$ cat src/rtl/gcd_arbiter_ctrl_pkg.sv
// Shared types and constants for the two-requester GCD controller.
// State encodings, requester IDs and the default operand width.
package gcd_arbiter_ctrl_pkg;

    localparam int WIDTH_DEF = 8;

    typedef enum logic {
        S_IDLE = 1'b0,
        S_CALC = 1'b1
    } state_e;

    localparam logic ID0 = 1'b0;
    localparam logic ID1 = 1'b1;

endpackage

$ cat src/rtl/gcd_arbiter_ctrl_if.sv
// Request/operand/result bundle between the operand sources and the GCD block.
// master drives requests and operands; slave is the GCD controller.
interface gcd_arbiter_ctrl_if #(
    parameter int WIDTH = 8
);

    logic             req0;
    logic             req1;
    logic [WIDTH-1:0] a0;
    logic [WIDTH-1:0] b0;
    logic [WIDTH-1:0] a1;
    logic [WIDTH-1:0] b1;
    logic             ack0;
    logic             ack1;
    logic             busy;
    logic             done;
    logic             done_id;
    logic [WIDTH-1:0] result;

    modport master (
        output req0, req1, a0, b0, a1, b1,
        input  ack0, ack1, busy, done, done_id, result
    );

    modport slave (
        input  req0, req1, a0, b0, a1, b1,
        output ack0, ack1, busy, done, done_id, result
    );

endinterface

$ cat src/rtl/gcd_arbiter_ctrl_datapath.sv
// Subtractive GCD datapath: x/y registers, comparator and subtractor.
// A zero operand loads both registers with a|b so the loop ends at once.
module gcd_datapath #(
    parameter int WIDTH = 8
) (
    input  logic             clk,
    input  logic             rst_n,
    input  logic             load,
    input  logic             step,
    input  logic [WIDTH-1:0] a,
    input  logic [WIDTH-1:0] b,
    output logic             eq,
    output logic [WIDTH-1:0] x
);

    logic [WIDTH-1:0] x_q, x_d;
    logic [WIDTH-1:0] y_q, y_d;
    logic             has_zero;

    always_comb begin
        x_d      = x_q;
        y_d      = y_q;
        has_zero = (a == '0) || (b == '0);
        if (load) begin
            if (has_zero) begin
                x_d = a | b;
                y_d = a | b;
            end else begin
                x_d = a;
                y_d = b;
            end
        end else if (step) begin
            // larger operand is always the minuend, so no wrap
            if (x_q > y_q) begin
                x_d = x_q - y_q;
            end else if (y_q > x_q) begin
                y_d = y_q - x_q;
            end
        end
    end

    always_ff @(posedge clk or negedge rst_n) begin
        if (!rst_n) begin
            x_q <= '0;
            y_q <= '0;
        end else begin
            x_q <= x_d;
            y_q <= y_d;
        end
    end

    assign eq = (x_q == y_q);
    assign x  = x_q;

endmodule

$ cat src/rtl/gcd_arbiter_ctrl.sv
// Round-robin arbiter and FSM sharing one GCD datapath between two requesters.
// Result is returned with a one-cycle done pulse tagged with the owner ID.
module gcd_arbiter_ctrl
    import gcd_arbiter_ctrl_pkg::*;
#(
    parameter int WIDTH = WIDTH_DEF
) (
    input logic               clk,
    input logic               rst_n,
    gcd_arbiter_ctrl_if.slave bus
);

    state_e           state_q, state_d;
    logic             last_grant_q, last_grant_d;
    logic             cur_id_q, cur_id_d;
    logic             done_q, done_d;
    logic             done_id_q, done_id_d;
    logic [WIDTH-1:0] result_q, result_d;

    logic             gnt0, gnt1;
    logic             idle;
    logic             ack0, ack1;
    logic             load;
    logic             step;
    logic             gnt_id;
    logic [WIDTH-1:0] ld_a, ld_b;
    logic             eq;
    logic [WIDTH-1:0] x;

    always_comb begin
        // on a tie, the requester not served last wins
        gnt1   = bus.req1 & (~bus.req0 | (last_grant_q == ID0));
        gnt0   = bus.req0 & ~gnt1;
        idle   = (state_q == S_IDLE);
        ack0   = idle & gnt0;
        ack1   = idle & gnt1;
        load   = ack0 | ack1;
        gnt_id = ack1 ? ID1 : ID0;
        ld_a   = ack1 ? bus.a1 : bus.a0;
        ld_b   = ack1 ? bus.b1 : bus.b0;
        step   = (state_q == S_CALC) & ~eq;
    end

    gcd_datapath #(
        .WIDTH (WIDTH)
    ) u_dp (
        .clk   (clk),
        .rst_n (rst_n),
        .load  (load),
        .step  (step),
        .a     (ld_a),
        .b     (ld_b),
        .eq    (eq),
        .x     (x)
    );

    always_comb begin
        state_d      = state_q;
        last_grant_d = last_grant_q;
        cur_id_d     = cur_id_q;
        done_d       = 1'b0;
        done_id_d    = done_id_q;
        result_d     = result_q;
        unique case (state_q)
            S_IDLE: begin
                if (load) begin
                    last_grant_d = gnt_id;
                    cur_id_d     = gnt_id;
                    state_d      = S_CALC;
                end
            end
            S_CALC: begin
                if (eq) begin
                    result_d  = x;
                    done_d    = 1'b1;
                    done_id_d = cur_id_q;
                    state_d   = S_IDLE;
                end
            end
            default: state_d = S_IDLE;
        endcase
    end

    always_ff @(posedge clk or negedge rst_n) begin
        if (!rst_n) begin
            state_q      <= S_IDLE;
            last_grant_q <= ID1;
            cur_id_q     <= ID0;
            done_q       <= 1'b0;
            done_id_q    <= ID0;
            result_q     <= '0;
        end else begin
            state_q      <= state_d;
            last_grant_q <= last_grant_d;
            cur_id_q     <= cur_id_d;
            done_q       <= done_d;
            done_id_q    <= done_id_d;
            result_q     <= result_d;
        end
    end

    assign bus.ack0    = ack0;
    assign bus.ack1    = ack1;
    assign bus.busy    = (state_q != S_IDLE);
    assign bus.done    = done_q;
    assign bus.done_id = done_id_q;
    assign bus.result  = result_q;

endmodule

$ cat src/flat_wrapper.sv
// flat-port wrapper written by rule: the top's interface ports become plain ports
module gcd_arbiter_ctrl_flat import gcd_arbiter_ctrl_pkg::*;
#(
    parameter int WIDTH = WIDTH_DEF
)
  (clk, rst_n, bus_req0, bus_req1, bus_a0, bus_b0, bus_a1, bus_b1, bus_ack0, bus_ack1, bus_busy, bus_done, bus_done_id, bus_result);
  gcd_arbiter_ctrl_if #(.WIDTH(WIDTH)) bus_i ();
  input logic clk;
  input logic rst_n;
  input wire logic [$bits(bus_i.req0)-1:0] bus_req0;
  input wire logic [$bits(bus_i.req1)-1:0] bus_req1;
  input wire logic [$bits(bus_i.a0)-1:0] bus_a0;
  input wire logic [$bits(bus_i.b0)-1:0] bus_b0;
  input wire logic [$bits(bus_i.a1)-1:0] bus_a1;
  input wire logic [$bits(bus_i.b1)-1:0] bus_b1;
  output wire logic [$bits(bus_i.ack0)-1:0] bus_ack0;
  output wire logic [$bits(bus_i.ack1)-1:0] bus_ack1;
  output wire logic [$bits(bus_i.busy)-1:0] bus_busy;
  output wire logic [$bits(bus_i.done)-1:0] bus_done;
  output wire logic [$bits(bus_i.done_id)-1:0] bus_done_id;
  output wire logic [$bits(bus_i.result)-1:0] bus_result;
  assign bus_i.req0 = bus_req0;
  assign bus_i.req1 = bus_req1;
  assign bus_i.a0 = bus_a0;
  assign bus_i.b0 = bus_b0;
  assign bus_i.a1 = bus_a1;
  assign bus_i.b1 = bus_b1;
  assign bus_ack0 = bus_i.ack0;
  assign bus_ack1 = bus_i.ack1;
  assign bus_busy = bus_i.busy;
  assign bus_done = bus_i.done;
  assign bus_done_id = bus_i.done_id;
  assign bus_result = bus_i.result;
  gcd_arbiter_ctrl #(.WIDTH(WIDTH)) u_core (.clk(clk), .rst_n(rst_n), .bus(bus_i));
endmodule
$ cat config.mk
export PLATFORM = sky130hd
export DESIGN_NAME = gcd_arbiter_ctrl_flat
export DESIGN_NICKNAME = d
export VERILOG_FILES = /design/src/rtl/gcd_arbiter_ctrl_pkg.sv /design/src/rtl/gcd_arbiter_ctrl_if.sv /design/src/rtl/gcd_arbiter_ctrl_datapath.sv /design/src/rtl/gcd_arbiter_ctrl.sv /design/src/flat_wrapper.sv
export SDC_FILE = /design/constraint.sdc
export NUM_CORES = 1
export LEC_CHECK = 0
export ABC_CLOCK_PERIOD_IN_PS = 6100
export CAP_MARGIN = 10
export CORE_ASPECT_RATIO = 1.75
export CORE_MARGIN = 4
export CORE_UTILIZATION = 53
export DETAILED_ROUTE_END_ITERATION = 8
export PLACE_DENSITY = 0.87
export SKIP_LAST_GASP = 1
export SYNTH_ARGS = -nofsm -noshare
export SYNTH_HDL_FRONTEND = slang
export SYNTH_HIERARCHICAL = 1
export SYNTH_SLANG_ARGS = --single-unit
$ cat constraint.sdc
create_clock -name clk -period 6.1 [get_ports clk]
set_input_delay 1.22 -clock clk [delete_from_list [all_inputs] [get_ports clk]]
set_output_delay 1.22 -clock clk [all_outputs]
set_load 0.05 [all_outputs]
==> flow_summary.json <==
{
  "finalNetCount": 376,
  "period_minus_slack_ns": 4.26,
  "yosys.cell_count.top_type": "dfrtp_1",
  "dp_slack_ns": 1.84,
  "synth_area_leaders": "dfrtp_1, mux2_2, ha_1",
  "finalHoldViolCount": 0,
  "final_util_pct": 67.4,
  "power_mw": 2.08,
  "drt_wl_total_um": 6930,
  "start_kind": "primary input",
  "synthArstFlopShare_pct": 100,
  "ios": 49,
  "fin_tns_setup_ns": 0,
  "drive_above_1_share_pct": 16.1,
  "num_antenna_cells": 0,
  "htree_levels": 2,
  "cap_viol_max_count": 0,
  "cts_sinks": 29,
  "finalMaxSlewViolations": 0,
  "globalplace.congestion": 0.969,
  "critical_path_class": "in2out",
  "core_um2": 4710,
  "worst_setup_path_end_kind": "primary output",
  "row_count": 33,
  "io_buffers": 48,
  "status": "finished clean",
  "whs_ns": 0.509,
  "r2r-start": "u_core/u_dp/x[5]$_DFFE_PN0P_",
  "hp-class": "reg2reg",
  "drtIter0Drc": 91,
  "cts-buffers-inserted": 5,
  "cts_hold_buffers": 0,
  "clock-root-buffer": "clkbuf_8",
  "overflow": 0,
  "syn_avg_cell_area_um2": 9.30,
  "fin_ws_ns": 1.84,
  "finalSetupViolations": 0,
  "required_ns": 4.88,
  "chipHeight_um": 100,
  "power_density_nw_per_um2": 656,
  "ys_ff_latch": 29,
  "clock_power_share_pct": 10.1,
  "startpoint": "bus_req1",
  "path_clk_slew_ns": 0.07,
  "synth_nets": 330,
  "routed_via_density": 6.38,
  "power.internal_mw": 1.05,
  "drc": 0,
  "drtAntennaViolNets": 0,
  "wl_per_cell_um": 18.5,
  "grt_pass1_vias": 2328,
  "max_stage_delay_ns": 0.80,
  "firstDrtPassIters": 4,
  "cpMostUsedCell": "clkdlybuf4s50_1",
  "ir_worst_vdd_uv": 408,
  "grt_use_total_pct": 23.8,
  "yosys.area.top_type_share_pct": 27.3,
  "leakagePower_nw": 1.40,
  "timing.fmax_ghz": 0.235,
  "grt_start_max_net_pins": 30,
  "seqPwrFrac_pct": 17.6,
  "ff2ff_path_depth": 8,
  "syn_to_final_growth_pct": 23.6,
  "cts_tree": "built",
  "syn_inst": 276,
  "initial_core_util_pct": 54.5,
  "dp_hpwl_um": 5400,
  "ys_top_cells_by_count": "dfrtp_1, nor2_1, a21oi_1, inv_1, mux2_2",
  "arrival_ns": 3.04,
  "slew-limit-headroom_pct": 50.4,
  "crit_chain": "clkdlybuf4s50_1 > nor2b_4 > nand2_4 > inv_1 > clkdlybuf4s50_1",
  "grt_first_pass_wirelength_um": 10900,
  "insertion_delay_ns": 0.28,
  "p_switching_mw": 1.04,
  "p_sw_share_pct": 49.7,
  "postCtsSetupBuffers": 0,
  "synthFlopType": "dfrtp_1",
  "synth_top_area_cell": "dfrtp_1",
  "yosysUniqueCellTypes": 58,
  "synth_edf_count": 0,
  "ctsResizeCount": 0,
  "combPwrFrac_pct": 72.3,
  "seq_area_frac_synth_pct": 28.3,
  "rsz0062_at_grt": "no",
  "synth_warnings": 6,
  "netlist_area_um2": 2570,
  "antenna_found_initial": 0,
  "vias": 2392,
  "whs_path_depth": 1,
  "dieArea_um2": 6060,
  "fin_worst_skew_ns": 0.00821,
  "critical_path_peak_fanout": 17,
  "die_x_um": 60.6,
  "hold_start": "u_core/bus.result[6]$_DFFE_PN0P_",
  "cts.path.max_buffers": 2,
  "fin_crit_sh_pct": 69.8,
  "worst_pin_slew_ns": 0.741,
  "cpMaxStageDelayCell": "clkdlybuf4s50_1"
}
-- cell usage in the layout, fill, tap and decap left out, drive strengths merged, types with 5 or more instances in the layout --
master         synthesis  layout
clkbuf                 5       6
o211ai                 5       5
a211oi                13      13
nor2                  26      26
nand2                 14      14
clkdlybuf4s50          0      48
mux2                  29      29
xnor2                  6       6
ha                    16      16
nand2b                 6       6
inv                   23      23
a21oi                 26      26
nor4                   6       6
dfrtp                 28      28
-- critical path, delay by kind of cell --
kind | cells | cell delay, ns
buffers and inverters | 3 | 1.43
AND/OR/NAND/NOR | 2 | 0.38
-- stage by stage --
stage	cells	cell area (um^2)
floorplan	276	2570
global placement	367	3050
detailed placement	367	3050
CTS	375	3170
global route	375	3170
finish	375	3170
-- logic make-up (layout without fill, tap and decap cells) --
kind of cell | after synthesis | in the layout | share of synthesized area [%]
buffers and inverters | 35 | 82 | 6.53
AO/OA/AOI/OAI | 78 | 78 | 21.5
multiplexers | 33 | 33 | 15.6
XOR/XNOR | 7 | 7 | 2.39
flip-flops | 29 | 29 | 28.3
adder cells (fa/ha/maj) | 18 | 18 | 9.36
AND/OR/NAND/NOR | 76 | 76 | 16.3
-- routing by layer --
| metal | track usage [%] | part of all wire [%] | vias up |
|---|---|---|---|
| met5 | 0 | 0 | - |
| met4 | 15.4 | 6.1 | 0 |
| met3 | 3.99 | 4.5 | 35 |
| met2 | 42.1 | 54 | 103 |
| met1 | 24.4 | 36 | 1150 |
| li1 | - | - | 1104 |
-- path summary, 6_finish.rpt --
kind / to / slack (ns)
max in group asynchronous: u_core/last_grant_q$_DFFE_PN1P_ / 4.45
min reg2reg: u_core/bus.result[6]$_DFFE_PN0P_ / 0.51
min: u_core/bus.result[6]$_DFFE_PN0P_ / 0.51
max: bus_ack1 / 1.84
max reg2reg: u_core/u_dp/y_q[2]$_DFFE_PN0P_ / 3.13
min in group asynchronous: u_core/bus.result[7]$_DFFE_PN0P_ / 1.34
-- power groups by stage --
| stage | clock network [mW] | registers (mW) | logic [mW] |
|---|---|---|---|
| 2_1_floorplan | 0 | 0.393 | 1.11 |
| 3_3_place_gp | 0 | 0.363 | 1.41 |
| 3_5_place_dp | 0 | 0.368 | 1.45 |
| 4_1_cts | 0.212 | 0.364 | 1.47 |
| 5_1_grt | 0.219 | 0.374 | 1.62 |
| 6_report | 0.210 | 0.366 | 1.51 |
-- sequential cells by signal (all words and copies together) (netlist names) --
name,cells
u_core/bus.busy,1
u_core/cur_id_q,1
u_core/u_dp/y_q,8
u_core/bus.done_id,1
u_core/u_dp/x,8
u_core/last_grant_q,1
u_core/bus.result,8
u_core/bus.done,1
-- cell type report --
class,count,area [um^2]
fillers,382,1530
flip-flops and latches,29,727
multi-input cells,212,1670
clock buffers,6,82.6
clock inverters,2,37.5
well taps,52,65.1
inverters,23,86.3
repair buffers,51,503
Power figures use the tool's default switching activity.
